<file path="config.mk">
export PLATFORM = sky130hd
export DESIGN_NAME = lut_interpolator
export DESIGN_NICKNAME = d
export VERILOG_FILES = /design/src/rtl/lut_interpolator.sv
export SDC_FILE = /design/constraint.sdc
export NUM_CORES = 1
export LEC_CHECK = 0
export ABC_CLOCK_PERIOD_IN_PS = 4600
export CAP_MARGIN = 20
export CORE_MARGIN = 2
export CORE_UTILIZATION = 45
export DETAILED_ROUTE_END_ITERATION = 12
export PLACE_DENSITY = 0.81
export SYNTH_ARGS = -nofsm -noshare
export SYNTH_HDL_FRONTEND = slang
export SYNTH_SLANG_ARGS = --single-unit
</file>
<file path="constraint.sdc">
create_clock -name clk -period 4.6 [get_ports clk]
set_input_delay 0.92 -clock clk [delete_from_list [all_inputs] [get_ports clk]]
set_output_delay 0.92 -clock clk [all_outputs]
set_load 0.02 [all_outputs]
</file>
<file path="src/rtl/lut_interpolator.sv">
// Two-stage piecewise-linear interpolator driving the activation LUT read port.
// Optional macro LUT_INTERP_ROUND_EN selects round-half-up instead of floor.
module lut_interpolator #(
    parameter int ADDR_W = 4,
    parameter int FRAC_W = 4,
    parameter int DATA_W = 8
) (
    input  logic                     clk,
    input  logic                     rst,
    input  logic                     in_valid,
    output logic                     in_ready,
    input  logic [ADDR_W+FRAC_W-1:0] in_x,
    output logic [ADDR_W-1:0]        lut_address,
    input  logic [DATA_W-1:0]        lut_base,
    input  logic [DATA_W-1:0]        lut_next,
    output logic                     out_valid,
    input  logic                     out_ready,
    output logic [DATA_W-1:0]        out_y
);
    localparam int IN_W   = ADDR_W + FRAC_W;
    localparam int PROD_W = DATA_W + FRAC_W + 2;

    logic              adv, accept;
    logic [2:1]        vld_pipe;   // [1] = S1 valid, [2] = output valid
    logic [FRAC_W-1:0] s1_frac;

    assign adv       = !vld_pipe[2] || out_ready;
    assign in_ready  = adv;
    assign accept    = in_valid && adv;
    assign out_valid = vld_pipe[2];

    logic signed [DATA_W:0]   diff;
    logic signed [PROD_W-1:0] diff_x, frac_x, base_x, prod, prod_r, shifted;

    assign diff   = $signed({lut_next[DATA_W-1], lut_next}) - $signed({lut_base[DATA_W-1], lut_base});
    assign diff_x = {{(PROD_W-DATA_W-1){diff[DATA_W]}}, diff};
    assign frac_x = {{(PROD_W-FRAC_W){1'b0}}, s1_frac};
    assign base_x = {{(PROD_W-DATA_W){lut_base[DATA_W-1]}}, lut_base};
    assign prod   = diff_x * frac_x;

`ifdef LUT_INTERP_ROUND_EN
    assign prod_r = prod + (PROD_W'(1) <<< (FRAC_W-1));
`else
    assign prod_r = prod;
`endif
    // Arithmetic shift floors; the sum stays between base and next, so truncation is exact.
    assign shifted = prod_r >>> FRAC_W;

    always_ff @(posedge clk or posedge rst) begin
        if (rst) begin
            vld_pipe    <= '0;
            lut_address <= '0;
            s1_frac     <= '0;
            out_y       <= '0;
        end else if (adv) begin
            vld_pipe[1] <= accept;
            vld_pipe[2] <= vld_pipe[1];
            if (accept) begin
                lut_address <= in_x[IN_W-1:FRAC_W];
                s1_frac     <= in_x[FRAC_W-1:0];
            end
            if (vld_pipe[1])
                out_y <= DATA_W'(base_x + shifted);
        end
    end
endmodule

</file>
Word level (Yosys, flattened, before mapping)
Cells that the tools add are included.
{ "classes": {"add_sub_neg": 2, "multipliers": 1, "reduce_logical": 5} }
{ "op_table": {"columns": ["op", "n"], "rows": [
  ["$mul 9x5->12", 1],
  ["$sub 8x8->9", 1],
  ["$add 8x8->8", 1],
  ["$reduce_and 2->1", 2],
  ["$logic_and 1x1->1", 1],
  ["$logic_not 1->1", 1],
  ["$logic_or 1x1->1", 1]
]} }
{ "totals": {"regBits": 18, "in_bits": 28} }

Depth between registers and ports, before layout
{ "logic_depth": {"ltp_word": 4, "depth_mapped": 29} }

Worst setup path after synthesis
No wires, ideal clock.
{ "synth_path": {"path_type": "input -> register", "startpoint": "input lut_next[0]", "endpoint": "register out_y[7]", "arrival_ns": 6.216, "t_required_ns": 4.476, "setup_slack_ns": -1.740, "cell_stages": 27, "n_path_buf": 0, "path_cell_list": "inv_1 > ha_1 > fa_1 > nor2b_1 > o31a_1 > o21ai_0 > nand2b_1 > xor2_1 > and2_1 > ha_1 > fa_1 > inv_1 > fa_1 > inv_1 > ha_1 > and3_1 > a221oi_4 > inv_1 > a21oi_1 > xnor2_1 > ha_1 > or3_1 > o211ai_1 > xnor2_1 > or3_1 > and4_1 > a211o_1"} }
{ "synth_between": {"elab_chain_len": 3} }
{ "synth_lines": {"columns": ["element", "line", "rtl"], "rows": [
  ["start, declared", "15", "input logic [DATA_W-1:0] lut_next,"],
  ["$sub 8x8->9", "35", "assign diff = $signed({lut_next[DATA_W-1], lut_next}) - $signed({lut_base[DATA_W-1], lut_base});"],
  ["$mul 9x5->12", "39", "assign prod = diff_x * frac_x;"],
  ["$add 8x8->8", "63", "out_y <= DATA_W'(base_x + shifted);"],
  ["end signal, assigned", "63", null],
  ["end, declared", "18", "output logic [DATA_W-1:0] out_y"]
]} }
Every way passes these cells.
A chain may end at the register's enable or synchronous reset.

Final worst setup path
{ "layout_path": {"startpoint": "input lut_base[6]", "endpoint": "register out_y[7]"} }
{ "layout_between": {"elab_chain_len": 3} }
{ "layout_lines": {"columns": ["element", "line", "rtl"], "rows": [
  ["start, declared", "14", "input logic [DATA_W-1:0] lut_base,"],
  ["$sub 8x8->9", "35", null],
  ["$mul 9x5->12", "39", null],
  ["$add 8x8->8 (*)", "63", null]
]} }
Mark *: on every way between the ends. The rest lies on a longest branch, timed or not.

==> run metrics <==
chip width 77.1 µm; synthesized cell area 0.00240 mm²; total CTS buffers 3; status finished with violations; Post-Synthesis Cells 261; CTS sink cnt 18; Rel. slew slack 53.6%; GP Congestion 0.829; library cells used by synthesis 40; global route overflow 0; family with the most delay on the worst path adder cells; post-route ant nets 0; Clock H-tree levels 1; Initial Utilization 46.8%; vias in the first global route 2,712; CP Buf/Inv Count 7; Placed Cells 425; worst setup margin -1960 ps; Worst setup startpoint lut_base[6]; Worst R2R Path Depth 22; post-synthesis sequential element count 18; CTS Buffer Depth 2; CP peak stage delay 530 ps; Setup TNS -6310 ps; die area 0.00594 mm²; Avg Inst Size Synth 9.21 µm²; RR Startpoint s1_frac[3]$_DFFE_PP0P_; Yosys Warn Count 0; final period utilization 143%; failing checks setup timing; Top cell by count, worst path inv_1; first-pass GRT wire length 12,200 µm; slowest CP cell clkdlybuf4s50_1; Yosys top cell by area dfrtp_1; share of cells above drive strength 1 49.9%; Area Overhead vs Synth 76.1%; critical path type input port to flop; largest net degree at the start of global routing 19; # rows 26; Hold Crit Depth 2; RSZ-0062 raised after global routing true; CORE AREA 0.00514 mm²; antenna cells 0; syn_nets 340; Finish-stage setup viols 7; Root Buffer clkbuf_8; clock transition at the registers of the reported paths 70 ps; Total Routed Length 9580 µm; I/O Buffers 41; post-layout util 82.4%; routed len/inst 21.1 µm; Slew Limit Fails 0; initial antenna violation count 0; IO Count 42; MaxCap Viol Count 0; DR iter-0 viols 111; Synth top area share 18.7%; NumNets Final 465; Finished Layout Cells 455; CTS tree yes; Slew @ Worst Pin 695 ps; achievable frequency 152 MHz; WP data required 4800 ps; register area share after synthesis 18.7%; Min-Delay Endpoint out_y[4]$_DFFE_PP0P_; HPWL Detailed 4860 µm; # DRC 0; top post-synthesis cells by area dfrtp_1 (19%), ha_1 (18%), fa_1 (14%), inv_1 (6.9%), xnor2_1 (6.6%); Hold Startpoint out_y[4]$_DFFE_PP0P_; min cycle time layout 6560 ps; commonest register cell after synthesis dfrtp_1; clock latency on the worst-skew pair 260 ps; die height 77.1 µm; CP Max Fanout 4; Post-synth ARST share 100%; Post-synth EDFFs 0; DR vias/cell 5.40; CP startpoint kind input port; WHS 501 ps; reg2reg end out_y[7]$_DFFE_PP0P_; Worst setup EP type flop; HP Class flop to flop; Hold Fails Final Rpt 0; GR Util All Layers 25.4%; CTS Hold Bufs 0; vias 2,457; clock skew 0.802 ps; drt first pass iters 4; R2R setup slack -830 ps; Arr. time, crit path 6760 ps
-- logic make-up (layout without fill, tap and decap cells) --
| family | count (synthesis) | count (layout) | synth area share, % |
|---|---|---|---|
| compound gates | 40 | 40 | 11.2 |
| flops | 18 | 18 | 18.7 |
| buf+inv | 50 | 174 | 8.43 |
| xor+xnor | 22 | 22 | 8.02 |
| simple gates | 70 | 70 | 17.1 |
| fa+ha+maj | 51 | 51 | 31.9 |
| mux | 10 | 10 | 4.69 |
-- sequential cells by signal, summed over array words and instances, names as in the netlist --
name	flops
lut_address	4
out_y	8
s1_frac	4
vld_pipe	2
-- placed cells by master (no fill, tap or decap), types with 3 or more instances in the layout --
master           instances
xnor2_1                 10
ha_4                    19
o21ai_2                  4
and2_1                   8
nor2_2                   3
inv_1                   34
buf_6                   26
o21ai_0                  3
o21ai_1                  6
a21oi_2                  3
fa_1                    15
ha_2                     3
ha_1                    12
buf_4                   62
a21oi_4                  4
dlygate4sd2_1            3
inv_2                    7
a21oi_1                  3
nor2_1                   3
nor2b_1                  8
nor3b_1                  4
and2_4                   8
nor2b_4                  4
nand2_1                 16
dfrtp_1                 18
xnor2_4                  4
xnor2_2                  4
clkdlybuf4s50_1         31
mux2_2                   9
clkbuf_8                 4
-- metal layers --
metal | track usage [%] | vias up | part of all wire (%)
li1 | - | 1094 | -
met1 | 28.5 | 1231 | 39
met2 | 48.7 | 90 | 53
met3 | 2.94 | 42 | 3.8
met4 | 9.46 | 0 | 4.5
met5 | 0 | - | 0
-- how the worst max path moves through the flow --
stage	to	slack, ps	cells after the start
after CTS	out_y[7]$_DFFE_PP0P_	-1570	27
after global placement	out_y[7]$_DFFE_PP0P_	-2310	28
after global routing	out_y[7]$_DFFE_PP0P_	-2120	25
after detailed placement	out_y[7]$_DFFE_PP0P_	-2450	28
after floorplan	out_y[7]$_DFFE_PP0P_	-1530	27
final	out_y[7]$_DFFE_PP0P_	-1960	25
-- worst register-to-register path, cell delays in order, from the launching register on --
cell and delay [ps]:
dfrtp_1 460, nor2b_1 170, ha_1 340, ha_4 280, inv_1 50, fa_1 480
inv_1 50, ha_1 280, a41o_1 240, or4_4 540, a221oi_4 330, inv_1 100
a21oi_2 140, xnor2_1 100, ha_2 220, nor3_2 170, o2111ai_1 210, o211ai_1 200
xnor2_1 140, or3_1 400, buf_4 150, a211oi_2 180, a211o_1 130
-- synth_stat cells (all sizes together), types with 2 or more instances --
library cell / number
inv: 44
ha: 34
and2: 18
dfrtp: 18
xnor2: 18
fa: 17
nand2: 17
o21ai: 14
nor2b: 12
a21oi: 10
mux2: 10
nor2: 6
clkbuf: 4
nor3b: 4
xor2: 4
a21o: 2
buf: 2
nand2b: 2
nand3: 2
nor3: 2
o2111ai: 2
o21a: 2
o21bai: 2
or3: 2
-- final cells by class --
type | instances | area (µm²)
multi-input cells | 193 | 2320
repair buffers | 126 | 1140
well taps | 70 | 87.6
flip-flops and latches | 18 | 450
inverters | 44 | 183
fillers | 254 | 907
clock buffers | 4 | 55.1
-- timing repair --
| item | in CTS | in global routing |
|---|---|---|
| endpoints found under the setup margin | 8 | 7 |
| setup buffers | 20 | 13 |
| pin swaps | 49 | 41 |
| gates resized for setup | 86 | 65 |
| gates cloned | 0 | 0 |
-- per-stage QoR --
stage / setup WS [ps] / instance area [µm²]
3_3_place_gp: -2310 / 3410
4_1_cts: -1570 / 3850
5_1_grt: -2120 / 4230
3_5_place_dp: -2450 / 3410
2_1_floorplan: -1530 / 2500
6_report: -1960 / 4230
Power is not shown: default switching activity piles up to over one toggle a cycle in this logic, so the estimate is an artifact.
